$ cat config.mk
export PLATFORM = sky130hd
export DESIGN_NAME = button_debounce
export DESIGN_NICKNAME = d
export VERILOG_FILES = /design/src/rtl/button_debounce.sv
export SDC_FILE = /design/constraint.sdc
export NUM_CORES = 1
export LEC_CHECK = 0
export BUFFER_PORTS_ARGS = -buffer_cell sky130_fd_sc_hd__buf_2
export CORE_MARGIN = 3
export CORE_UTILIZATION = 55
export CTS_CLUSTER_DIAMETER = 80
export CTS_CLUSTER_SIZE = 8
export DETAILED_ROUTE_END_ITERATION = 8
export GPL_TIMING_DRIVEN = 0
export PLACE_DENSITY = 0.7
export SYNTH_ARGS = -nofsm -noshare
export SYNTH_HDL_FRONTEND = slang
export SYNTH_SLANG_ARGS = --single-unit
$ cat constraint.sdc
create_clock -name clock -period 5 [get_ports clock]
set_input_delay 1 -clock clock [delete_from_list [all_inputs] [get_ports clock]]
set_output_delay 1 -clock clock [all_outputs]
set_load 0.02 [all_outputs]
$ cat src/rtl/button_debounce.sv
// Push-button conditioner: two-flop synchroniser, prescaled sampling and a
// STABLE_N-sample agreement filter producing a clean level and edge pulses.
module button_debounce #(
  parameter int unsigned bitW     = 20,
  parameter int unsigned STABLE_N = 4
) (
  input  logic clock,
  input  logic reset,
  input  logic btn_in,
  output logic level,
  output logic rise,
  output logic fall,
  output logic unstable
);

  logic                sync1_q, sync2_q;
  logic [bitW-1:0]     presc_q, presc_d;
  logic [STABLE_N-1:0] hist_q, hist_d, hist_next;
  logic                level_q, level_d;
  logic                rise_q, rise_d;
  logic                fall_q, fall_d;
  logic                tick;

  assign tick      = &presc_q;
  assign hist_next = {hist_q[STABLE_N-2:0], sync2_q};

  always_comb begin
    presc_d = presc_q + bitW'(1);
    hist_d  = hist_q;
    level_d = level_q;
    rise_d  = 1'b0;
    fall_d  = 1'b0;
    if (tick) begin
      hist_d = hist_next;
      // Decide on the history including this tick's sample, so the level
      // moves on the same edge that completes a uniform run.
      if ((&hist_next) && !level_q) begin
        level_d = 1'b1;
        rise_d  = 1'b1;
      end else if (!(|hist_next) && level_q) begin
        level_d = 1'b0;
        fall_d  = 1'b1;
      end
    end
  end

  always_ff @(posedge clock) begin
    if (reset) begin
      sync1_q <= 1'b0;
      sync2_q <= 1'b0;
      presc_q <= '0;
      hist_q  <= '0;
      level_q <= 1'b0;
      rise_q  <= 1'b0;
      fall_q  <= 1'b0;
    end else begin
      sync1_q <= btn_in;
      sync2_q <= sync1_q;
      presc_q <= presc_d;
      hist_q  <= hist_d;
      level_q <= level_d;
      rise_q  <= rise_d;
      fall_q  <= fall_d;
    end
  end

  assign level    = level_q;
  assign rise     = rise_q;
  assign fall     = fall_q;
  assign unstable = !((&hist_q) || !(|hist_q));

endmodule

==> qor.txt <==
Final Hold Fails = 0
Vias = 1009
Peak VDD IR = 0.196 mV
CTS buffer count = 5
DRC viols = 0
I/O pin cnt = 7
Post-DR vias/cell = 5.51
Status = completed
Post-Synthesis Net Count = 146
CTS sink cnt = 29
Fin util = 65.9%
Vias in the first global route = 915
Worst Path Buf+Inv = 1
Drt total wl = 2310 um
Worst R2R Path Depth = 5
Fin crit share = 44.3%
# diodes = 0
Critical path endpoint category = output port
Total gr overflow = 0
Fmax = 452 MHz
Iteration-0 DRC Markers = 26
Min Hold Slack = 0.452 ns
Slew @ Worst Pin = 0.768 ns
Largest net degree at the start of global routing = 11
Total negative slack = 0 ns
Initial Util = 60.4%
Clock Pin Slew Worst Setup and Hold Paths = 0.08 ns
Synth warn = 0
Post-CTS Setup Bufs = 0
Critical-path top delay cell = dfxtp_1
Post-route ant nets = 0
GPL Wtd Cong = 0.767
Crit path required time = 4.00 ns
Post-CTS sizing = 0
Crit-path cells = nor3_1 > mux2i_1 > buf_2
Clk_skew = 0.00429 ns
Fillcell total = 190
Hold buffers post-CTS = 0
Rel. slew slack = 48.3%
Initial antenna violation count = 0
Crit path arrival time = 1.21 ns
# rows = 16
Global-route wire length before repair = 3970 um
Cells after synthesis = 142
Worst setup startpoint = hist_q[0]
Startpoint types = register
Hold Path Class = register to register
Final nets = 159
Crit path largest cell delay = 0.34 ns
Delay-heaviest family, CP = flip-flops
Hold path depth = 1
Start point of the worst hold path = sync1_q
Detailed-placement wirelength estimate = 1640 um
# Max-Cap Violations = 0
WS Path Type = register to output port
Slew Viols, Final = 0
PwrDens = 281 nW/um^2
Levels on crit path = 3
DRT Pass-1 Iters = 4
Min Tclk post-route = 2.21 ns
CTS tree = done
Setup repair after global routing missed its margin = no
CP Capture Point = unstable
Critical-path maximum fanout = 4
Total global-route track usage = 19.6%
Clock tree buffer depth = 2
Layout cells sized above 1 = 10.9%
IO Port Bufs = 6
FF+latch count, synth = 29
Yosys cell types = 26
Layout area overhead = 9.13%
Setup Viol. Count Final = 0
Clock latency on the worst-skew pair = 0.32 ns
H-tree depth = 2
Leakage = 0.000416 uW
R2R setup slack = 3.05 ns
Reg-to-reg endpoint = level
Root buffer cell = clkbuf_4
Worst R2R Start = presc_q[5]
Die ar. = 2850 um^2
Core Area = 2040 um^2
Routed length per instance = 12.6 um
Cell Area, Synth = 1230 um^2
Die width = 53.4 um
Avg Inst Size Synth = 8.69 um^2
Die Span Y = 53.4 um
Seq/Total Area, Yosys = 47.1%
==> final cells by class <==
cell class	instances	area [um^2]	share of cell area (%)
Buffer	6	22.5	1.67
Clock buffer	8	48.8	3.62
Inverter	3	11.3	0.836
Multi-Input combinational cell	104	619	46.0
Sequential cell	29	581	43.1
Tap cell	27	33.8	2.51
Timing Repair Buffer	6	30.0	2.23
==> where the power goes <==
part	total (uW)	internal [uW]	switching, uW	leakage (uW)
sequential	236	234	2.18	0.000235
clock	133	55.9	77.1	0.0000265
combinational	9.36	3.69	5.67	0.000155
==> Yosys cell counts <==
cell	n	area [um^2]
dfxtp_1	29	581
nor2_1	18	67.6
nand3_1	11	55.1
a21oi_1	10	50.1
xnor2_1	9	78.8
nand2_1	7	26.3
o21ai_0	7	35.0
nor2b_1	6	37.5
nor3_1	5	25.0
nor4_1	5	31.3
o31ai_1	5	37.5
clkbuf_1	4	15.0
nand4_1	4	25.0
inv_1	3	11.3
or3_1	3	18.8
or4_1	3	22.5
buf_1	2	7.51
mux2_2	2	22.5
or2_2	2	12.5
and3_1	1	6.26
ha_1	1	12.5
mux2i_1	1	10.0
nand3_4	1	17.5
nand3b_1	1	7.51
or4_4	1	11.3
xor2_1	1	8.76
==> cell usage in the layout, fill, tap and decap left out <==
cell,Yosys,final
nor4_1,5,5
dfxtp_1,29,29
nor2b_1,6,6
buf_1,2,2
inv_1,3,3
nor2_1,18,18
or4_4,1,1
mux2_2,2,2
clkbuf_1,4,7
clkbuf_4,0,5
xnor2_1,9,9
nand2_1,7,7
or4_1,3,3
o31ai_1,5,5
xor2_1,1,1
nand3b_1,1,1
nand4_1,4,4
o21ai_0,7,7
or2_2,2,2
nor3_1,5,5
and3_1,1,1
nand3_4,1,1
buf_2,0,6
ha_1,1,1
nand3_1,11,11
mux2i_1,1,1
or3_1,3,3
a21oi_1,10,10
==> state kept, by name, summed over array words and instances (netlist names) <==
| register | flops |
|---|---|
| fall | 1 |
| sync1_q | 1 |
| hist_q | 4 |
| level | 1 |
| presc_q | 20 |
| sync2_q | 1 |
| rise | 1 |
==> cell families (layout without fill, tap and decap cells) <==
kind of cell	Yosys count	in the layout	synth area share [%]
flip-flops	29	29	47.1
XOR/XNOR	10	10	7.10
multiplexers	3	3	2.64
adder cells (fa/ha/maj)	1	1	1.01
buffers and inverters	9	23	2.74
AO/OA/AOI/OAI	22	22	9.94
AND/OR/NAND/NOR	68	68	29.5
==> per-stage QoR <==
step / total power [uW] / instance area (um^2) / worst slack, ns / instances
after floorplan: 247 / 1230 / 3.14 / 142
after global placement: 250 / 1300 / 2.91 / 175
after detailed placement: 251 / 1300 / 2.90 / 175
after CTS: 381 / 1350 / 2.79 / 183
after global routing: 393 / 1350 / 2.66 / 183
final: 378 / 1350 / 2.79 / 183
==> metal layers <==
metal | vias to the layer above | part of all wire, % | global-route usage [%]
met5 | - | 0 | 0
met4 | 0 | 0.99 | 8.09
met3 | 4 | 4.6 | 8.45
met2 | 18 | 46 | 29.2
met1 | 463 | 48 | 24.4
li1 | 524 | - | -
==> worst min-delay path by stage <==
stage	end	slack [ns]
after floorplan	sync2_q	0.41
after global placement	sync2_q	0.42
after detailed placement	sync2_q	0.43
after CTS	sync2_q	0.46
after global routing	sync2_q	0.46
final	sync2_q	0.45
No activity file was read; power rests on OpenSTA's default activity.
